===== src/rtl/run_sequencer.sv =====
// run_sequencer: host-side initiator for the Start/Ack run handshake.
// Steps through programs, filters Ack, times each run, aborts on timeout.
module run_sequencer #(
  parameter int unsigned   NUM_PROGS    = 3,
  parameter int unsigned   START_CYCLES = 2,
  parameter int unsigned   CW           = 16,
  parameter logic [CW-1:0] TIMEOUT      = CW'(16'hFFFF)
) (
  input  logic          Clk,
  input  logic          Reset,
  input  logic          Go,
  input  logic          DutAck,
  output logic          DutStart,
  output logic [3:0]    ProgSel,
  output logic          Busy,
  output logic          RunValid,
  output logic [CW-1:0] RunCycles,
  output logic          Done,
  output logic          TimedOut
);

  localparam int PW =
    (START_CYCLES > 1) ? $clog2(START_CYCLES) : 1;
  localparam logic [PW-1:0] P_LAST =
    PW'(START_CYCLES - 1);
  localparam logic [3:0] SEL_LAST =
    4'(NUM_PROGS - 1);
  localparam logic [CW-1:0] T_LAST =
    TIMEOUT - 1'b1;

  typedef enum logic [2:0] {
    S_IDLE,
    S_PULSE,
    S_RUN,
    S_GAP,
    S_DONE
  } state_t;

  state_t        state_q;
  logic [PW-1:0] pcnt_q;
  logic [CW-1:0] cnt_q;
  logic          ack_q;
  logic          golow_q;
  logic          start_q;
  logic [3:0]    sel_q;
  logic          busy_q;
  logic          valid_q;
  logic [CW-1:0] rcyc_q;
  logic          done_q;
  logic          tmo_q;

  logic confirm_d;
  logic tmo_hit_d;
  logic sel_last_d;
  logic pulse_end_d;

  // second consecutive high Ack sample inside RUN
  assign confirm_d   = ack_q & DutAck;
  assign tmo_hit_d   = (cnt_q == T_LAST);
  assign sel_last_d  = (sel_q == SEL_LAST);
  assign pulse_end_d = (pcnt_q == P_LAST);

  always_ff @(posedge Clk or negedge Reset) begin
    if (!Reset) begin
      state_q <= S_IDLE;
      pcnt_q  <= '0;
      cnt_q   <= '0;
      ack_q   <= 1'b0;
      golow_q <= 1'b0;
      start_q <= 1'b0;
      sel_q   <= '0;
      busy_q  <= 1'b0;
      valid_q <= 1'b0;
      rcyc_q  <= '0;
      done_q  <= 1'b0;
      tmo_q   <= 1'b0;
    end else begin
      valid_q <= 1'b0;
      unique case (state_q)
        S_IDLE: begin
          if (Go) begin
            state_q <= S_PULSE;
            start_q <= 1'b1;
            busy_q  <= 1'b1;
            sel_q   <= '0;
            pcnt_q  <= '0;
          end
        end
        S_PULSE: begin
          if (pulse_end_d) begin
            state_q <= S_RUN;
            start_q <= 1'b0;
            cnt_q   <= '0;
            ack_q   <= 1'b0;
          end else begin
            pcnt_q <= pcnt_q + 1'b1;
          end
        end
        S_RUN: begin
          ack_q <= DutAck;
          if (confirm_d) begin
            valid_q <= 1'b1;
            rcyc_q  <= cnt_q - 1'b1;
            if (sel_last_d) begin
              state_q <= S_DONE;
              done_q  <= 1'b1;
              busy_q  <= 1'b0;
              golow_q <= 1'b0;
            end else begin
              state_q <= S_GAP;
            end
          end else if (tmo_hit_d) begin
            state_q <= S_DONE;
            done_q  <= 1'b1;
            tmo_q   <= 1'b1;
            busy_q  <= 1'b0;
            golow_q <= 1'b0;
          end else begin
            cnt_q <= cnt_q + 1'b1;
          end
        end
        S_GAP: begin
          state_q <= S_PULSE;
          sel_q   <= sel_q + 4'd1;
          start_q <= 1'b1;
          pcnt_q  <= '0;
        end
        S_DONE: begin
          // a held-high Go must drop once before it re-arms
          if (Go && golow_q) begin
            state_q <= S_PULSE;
            start_q <= 1'b1;
            busy_q  <= 1'b1;
            sel_q   <= '0;
            pcnt_q  <= '0;
            done_q  <= 1'b0;
            tmo_q   <= 1'b0;
          end else if (!Go) begin
            golow_q <= 1'b1;
          end
        end
        default: begin
          state_q <= S_IDLE;
        end
      endcase
    end
  end

  assign DutStart  = start_q;
  assign ProgSel   = sel_q;
  assign Busy      = busy_q;
  assign RunValid  = valid_q;
  assign RunCycles = rcyc_q;
  assign Done      = done_q;
  assign TimedOut  = tmo_q;

endmodule


===== config.mk =====
export PLATFORM = sky130hd
export DESIGN_NAME = run_sequencer
export DESIGN_NICKNAME = d
export VERILOG_FILES = /design/src/rtl/run_sequencer.sv
export SDC_FILE = /design/constraint.sdc
export NUM_CORES = 1
export LEC_CHECK = 0
export CAP_MARGIN = 20
export CELL_PAD_IN_SITES_DETAIL_PLACEMENT = 0
export CELL_PAD_IN_SITES_GLOBAL_PLACEMENT = 1
export CORE_MARGIN = 3
export CORE_UTILIZATION = 43
export CTS_BUF_LIST = sky130_fd_sc_hd__clkbuf_16
export DETAILED_ROUTE_END_ITERATION = 6
export PLACE_DENSITY_LB_ADDON = 0.1
export SYNTH_ARGS = -nofsm -noshare
export SYNTH_HDL_FRONTEND = slang
export SYNTH_SLANG_ARGS = --single-unit

===== constraint.sdc =====
create_clock -name Clk -period 2.8 [get_ports Clk]
set_input_delay 0.84 -clock Clk [delete_from_list [all_inputs] [get_ports Clk]]
set_output_delay 0.84 -clock Clk [all_outputs]
set_load 0.005 [all_outputs]

==> results of run 1 <==
## metal layers
layer	wire, µm	vias to the layer above	global-route usage [%]
li1	-	1050	-
met1	3000	1014	25.6
met2	2390	35	24.8
met3	201	7	2.45
met4	67	0	5.26
met5	0	-	0
## registers in the layout, summed over array words and instances (netlist names)
name / count
state_q: 3
pcnt_q: 1
Busy: 1
ProgSel: 4
TimedOut: 1
Done: 1
RunValid: 1
DutStart: 1
golow_q: 1
cnt_q: 16
RunCycles: 16
ack_q: 1
## layout make-up
| class | count | area [µm²] |
|---|---|---|
| sequential | 47 | 1180 |
| fill | 554 | 2500 |
| clock inverter | 3 | 67.6 |
| inverter | 6 | 22.5 |
| clock buffer | 5 | 125 |
| tap | 72 | 90.1 |
| timing repair buffer | 43 | 400 |
| multi-input combinational | 209 | 1320 |
## cells by family after synthesis
kind of cell / after synthesis / share of synthesized area (%)
AO/OA/AOI/OAI: 58 / 14.5
XOR/XNOR: 25 / 8.31
adder cells (fa/ha/maj): 5 / 2.37
buffers and inverters: 29 / 5.17
flip-flops: 47 / 44.6
multiplexers: 3 / 1.14
AND/OR/NAND/NOR: 118 / 23.9
## path summary, 6_finish.rpt
check | end | startpoint | slack, ns | cells past startpoint
max in group asynchronous | cnt_q[5]$_DFFE_PN0P_ | Reset | 2.05 | 2
worst max register to register | golow_q$_DFFE_PN0P_ | cnt_q[2]$_DFFE_PN0P_ | 0.60 | 6
worst max-delay path | cnt_q[12]$_DFFE_PN0P_ | DutAck | 0.39 | 7
worst min register to register | RunCycles[0]$_DFFE_PN0P_ | RunCycles[0]$_DFFE_PN0P_ | 0.48 | 2
worst min-delay path | RunCycles[0]$_DFFE_PN0P_ | RunCycles[0]$_DFFE_PN0P_ | 0.48 | 2
min in group asynchronous | RunCycles[6]$_DFFE_PN0P_ | Reset | 0.53 | 2
## power groups by stage
stage | clock (mW) | combinational (mW) | sequential (mW)
2_1_floorplan | 0 | 0.756 | 0.996
3_3_place_gp | 0 | 1.23 | 1.05
3_5_place_dp | 0 | 1.24 | 1.06
4_1_cts | 0.781 | 1.25 | 1.04
5_1_grt | 0.808 | 1.39 | 1.08
6_report | 0.767 | 1.23 | 1.04
## placed cells by master (no fill, tap or decap), drive strengths merged, types with 4 or more instances in the layout
cell,netlist,final
nor3b,5,5
nand4,6,6
or3,5,5
nand3,6,6
nor2b,6,6
nand2b,5,5
nand2,34,34
or2,5,5
a211oi,4,4
nor4,4,4
xor2,5,5
nor2,25,25
dfrtp,47,47
clkdlybuf4s50,0,27
nor3,6,6
inv,6,6
o21ai,22,22
clkbuf,11,5
buf,12,16
xnor2,20,20
ha,5,5
a2111oi,8,8
a21oi,8,8
## critical path: stages
cell and delay [ns]:
clkdlybuf4s50_1 0.41, and2_1 0.15, o22a_1 0.26, buf_4 0.17, a2111oi_0 0.51, xnor2_1 0.18
nor2_1 0.05
## stage by stage
stage               total power, mW  std cells
floorplan                      1.75        285
global placement               2.28        377
detailed placement             2.30        377
CTS                            3.07        385
global route                   3.28        385
finish                         3.04        385
==> flow_metrics.py, run 1 <==
metrics = {
    "run_status": {
        "status": "finished clean",
    },
    "power_and_ir_drop": {
        "clkPwrFrac_pct": 25.2,
        "p_int_mw": 2.01,
        "p_sw_share_pct": 33.8,
        "p_sw_mw": 1.03,
        "p_seq_share_pct": 34.3,
        "vdd_drop_max_uv": 487,
        "p_per_area_mw_per_mm2": 949,
        "p_leak_nw": 1.39,
        "p_comb_share_pct": 40.5,
    },
    "grt": {
        "grt_max_degree": 48,
        "track_usage_pct": 16.9,
        "antenna_found_initial": 0,
        "gr-total-overflow": 0,
        "grt_pass1_vias": 1996,
        "grt_pass1_wl_um": 9870,
    },
    "synth": {
        "syn-cell-area_mm2": 0.00264,
        "synth_area_leader_cell": "dfrtp_1",
        "synth_cell_types": 46,
        "yosys-top-cells-area": "dfrtp_1 (45%), xnor2_1 (6.6%), nand2_1 (4.8%)",
        "yosys_warnings": 0,
        "synthDominantCellAreaShare_pct": 44.6,
        "synth.avg_cell_area_um2": 9.25,
        "ys_seq_elements": 47,
        "synthArstFlopShare_pct": 100,
        "yosysSeqAreaShare_pct": 44.6,
        "ys.flop_type": "dfrtp_1",
        "synthTopCellsByCount": "dfrtp_1 (47), nand2_1 (34), nor2_1 (25), o21ai_0 (22), xnor2_1 (20)",
        "synth-edff-count": 0,
        "synth_cells": 285,
        "syn-num-nets": 294,
        "yosysMostFrequentCell": "dfrtp_1",
    },
    "setup_path": {
        "required_ns": 2.97,
        "path_max_fanout": 5,
        "arrival_ns": 2.58,
        "cp-start-kind": "input port",
        "setup.worst_path.end_class": "register",
        "crit_type": "in2reg",
    },
    "sta": {
        "finClkSkew_ns": 0.00716,
        "holdWs_ns": 0.475,
        "period_share_pct": 86.0,
        "fin_crit_ns": 2.41,
        "setup_viol": 0,
        "rsz0062_at_grt": "no",
        "setup_slack_ns": 0.391,
        "tightest_slew_ns": 0.574,
        "fmax_ghz": 0.415,
        "final-hold-violation-count": 0,
        "slew-limit-headroom_pct": 61.4,
        "setup_tns_ns": 0,
        "slew_viol_final": 0,
    },
    "die": {
        "die_area_mm2": 0.00711,
        "die_w_um": 84.3,
        "core-area_mm2": 0.00571,
        "ios": 29,
        "start_util_pct": 46.2,
        "placementRows": 27,
        "die_h_um": 84.3,
    },
    "placement": {
        "place_ws_ns": 0.0857,
        "place_congestion": 0.801,
        "io_buffer_count": 28,
        "place_hpwl_um": 4000,
        "post_dp_cell_area_mm2": 0.00301,
    },
    "cts": {
        "cts_sinks": 47,
        "h-tree-depth": 2,
        "cts-buffers-inserted": 5,
        "clock_latency_ns": 0.29,
        "ctsResizeCount": 0,
        "cts_tree": "yes",
        "post-cts-setup-buffer-count": 0,
        "cts_hold_buf": 0,
        "clock-root-buffer": "clkbuf_16",
        "cts_buffer_depth": 2,
        "clkTransAtPathRegs_ns": 0.06,
    },
    "routing": {
        "detailroute.via_count": 2106,
        "vias_per_cell": 5.47,
        "route.antenna.remaining_nets": 0,
        "wl_per_cell_um": 14.7,
        "drt_iter0_drc": 58,
        "drcViolationCount": 0,
        "wl_um": 5660,
        "firstDrtPassIters": 4,
    },
    "flow_run": {
        "maxCapViolations": 0,
    },
    "hold_path": {
        "holdCritPathClass": "reg2reg",
    },
    "cells_and_area": {
        "drive_gt1_share_pct": 11.2,
        "fin_area_mm2": 0.00321,
        "num_antenna_cells": 0,
        "syn2layout_area_growth_pct": 21.6,
        "utilization_pct": 56.1,
        "final_nets": 321,
    },
}
(Power assumes the default switching activity.)
==> run 2, diff against run 1 <==
--- a/config.mk
+++ b/config.mk
@@ -13,6 +13,7 @@
 export CTS_BUF_LIST = sky130_fd_sc_hd__clkbuf_16
 export DETAILED_ROUTE_END_ITERATION = 6
 export PLACE_DENSITY_LB_ADDON = 0.1
+export REMOVE_ABC_BUFFERS = 1
 export SYNTH_ARGS = -nofsm -noshare
 export SYNTH_HDL_FRONTEND = slang
 export SYNTH_SLANG_ARGS = --single-unit
==> run 2 against run 1 <==
  * Cell count down 0.78%
  * Via count down 2.2%
  * Critical path depth stayed put
  * Clock skew is essentially flat
  * Count of clock-buffer cells in the layout did not move
  * Final area fell by 0.43%
  * Maximum frequency shrank 1.8%
  * Register-to-register slack better by 0.08 ns
  * Clock power is 1% lower
  * Wire length down 3.5%
  * Utilization down 0.24 points
  * Largest power group unchanged
==> flow_metrics.py, run 2 (synthesized netlist as in run 1, its figures left out) <==
metrics = {
    "cts": {
        "cts_sinks": 47,
        "post-cts-setup-buffer-count": 0,
        "ctsResizeCount": 0,
        "cts-buffers-inserted": 5,
        "clock-root-buffer": "clkbuf_16",
        "cts_buffer_depth": 2,
        "h-tree-depth": 2,
        "clock_latency_ns": 0.28,
        "cts_tree": "yes",
        "cts_hold_buf": 0,
        "clkTransAtPathRegs_ns": 0.06,
    },
    "power_and_ir_drop": {
        "vdd_drop_max_uv": 422,
        "p_leak_nw": 1.38,
        "p_per_area_mw_per_mm2": 945,
    },
    "sta": {
        "period_share_pct": 87.6,
        "slew-limit-headroom_pct": 58.5,
        "setup_tns_ns": 0,
        "fin_crit_ns": 2.45,
        "tightest_slew_ns": 0.621,
        "setup_viol": 0,
        "slew_viol_final": 0,
        "finClkSkew_ns": 0.00682,
        "setup_slack_ns": 0.347,
        "final-hold-violation-count": 0,
        "fmax_ghz": 0.408,
        "rsz0062_at_grt": "no",
    },
    "routing": {
        "top_layer": "met4",
        "met2_wirelength_um": 2440,
        "wl_um": 5460,
        "vias_per_cell": 5.39,
        "route.antenna.remaining_nets": 0,
        "wl_met3_um": 245,
        "drcViolationCount": 0,
        "firstDrtPassIters": 4,
        "wl_per_cell_um": 14.3,
        "detailroute.via_count": 2059,
        "met1_length_um": 2750,
        "drt_iter0_drc": 77,
    },
    "die": {
        "placementRows": 27,
        "die_w_um": 84.3,
        "die_area_mm2": 0.00711,
        "start_util_pct": 46.2,
        "die_h_um": 84.3,
        "ios": 29,
        "core-area_mm2": 0.00571,
    },
    "placement": {
        "place_ws_ns": 0.0796,
        "io_buffer_count": 28,
        "dpl.cell_count": 374,
        "place_congestion": 0.842,
        "place_hpwl_um": 3830,
    },
    "grt": {
        "grt_pass1_vias": 1967,
        "track_usage_pct": 16.5,
        "antenna_found_initial": 0,
        "gr-total-overflow": 0,
        "grt_pass1_wl_um": 9670,
        "grt_max_degree": 48,
    },
    "setup_path": {
        "crit_type": "in2reg",
        "r2r_cells": 9,
        "slowest_delay_ns": 0.52,
        "path_max_fanout": 10,
        "arrival_ns": 2.62,
        "cp_slowest_cell": "a2111oi_0",
        "setup.worst_path.end_class": "register",
        "required_ns": 2.97,
        "rrSetupSlack_ns": 0.68,
        "cp-start-kind": "input port",
        "crit_chain": "clkdlybuf4s50_1 > and2_1 > o22a_1 > buf_4 > a2111oi_0 > xnor2_1 > nor2_1",
    },
    "hold_path": {
        "hold_depth": 2,
        "holdCritPathClass": "reg2reg",
    },
    "cells_and_area": {
        "syn2layout_area_growth_pct": 21.1,
        "final_cell_count_no_fill": 382,
        "final_common_cell": "dfrtp_1",
        "most-common-layout-cells": "dfrtp_1 (47), nand2_1 (34), clkdlybuf4s50_1 (27)",
        "drive_gt1_share_pct": 10.0,
        "num_antenna_cells": 0,
        "final_nets": 318,
    },
    "run_status": {
        "status": "finished clean",
    },
    "flow_run": {
        "maxCapViolations": 0,
    },
}
[run 2: power breakdown]
part	switching [mW]	leakage [nW]	total [mW]	internal (mW)
sequential	0.159	0.616	1.02	0.865
combinational	0.598	0.671	1.23	0.634
clock	0.251	0.0952	0.759	0.508
[run 2: final timing paths]
check,from,to
max,DutAck,cnt_q[10]$_DFFE_PN0P_
min,RunCycles[10]$_DFFE_PN0P_,RunCycles[10]$_DFFE_PN0P_
max reg2reg,cnt_q[0]$_DFFE_PN0P_,cnt_q[7]$_DFFE_PN0P_
min reg2reg,RunCycles[10]$_DFFE_PN0P_,RunCycles[10]$_DFFE_PN0P_
max in group asynchronous,Reset,Busy$_DFFE_PN0P_
min in group asynchronous,Reset,RunCycles[11]$_DFFE_PN0P_
[run 2: metrics by stage]
stage          instance area, µm²  hold WS, ns  utilization [%]  power (mW)
2_1_floorplan                2520        0.459                -        1.71
3_3_place_gp                 3000        0.461             52.6        2.27
3_5_place_dp                 3000        0.470             52.6        2.29
4_1_cts                      3190        0.484             55.9        3.05
5_1_grt                      3190        0.509             55.9        3.25
6_report                     3190        0.478             55.9        3.02
[run 2: worst max-delay path, delay by kind of cell]
| kind | cells | cell delay [ns] |
|---|---|---|
| simple gates | 2 | 0.21 |
| buf+inv | 2 | 0.61 |
| compound gates | 2 | 0.79 |
| xor+xnor | 1 | 0.18 |
[run 2: area by class of cell]
type                            instances  area, µm²
Clock buffer                            5        125
Multi-Input combinational cell        209       1320
Clock inverter                          3       63.8
Inverter                                6       22.5
Timing Repair Buffer                   40        390
Fill cell                             527       2520
Tap cell                               72       90.1
Sequential cell                        47       1180
[run 2: layer usage]
layer  track usage (%)  vias up
met3              3.53        2
met4              3.95        0
li1                  -     1046
met5                 0        -
met2              25.4       34
met1              23.8      977
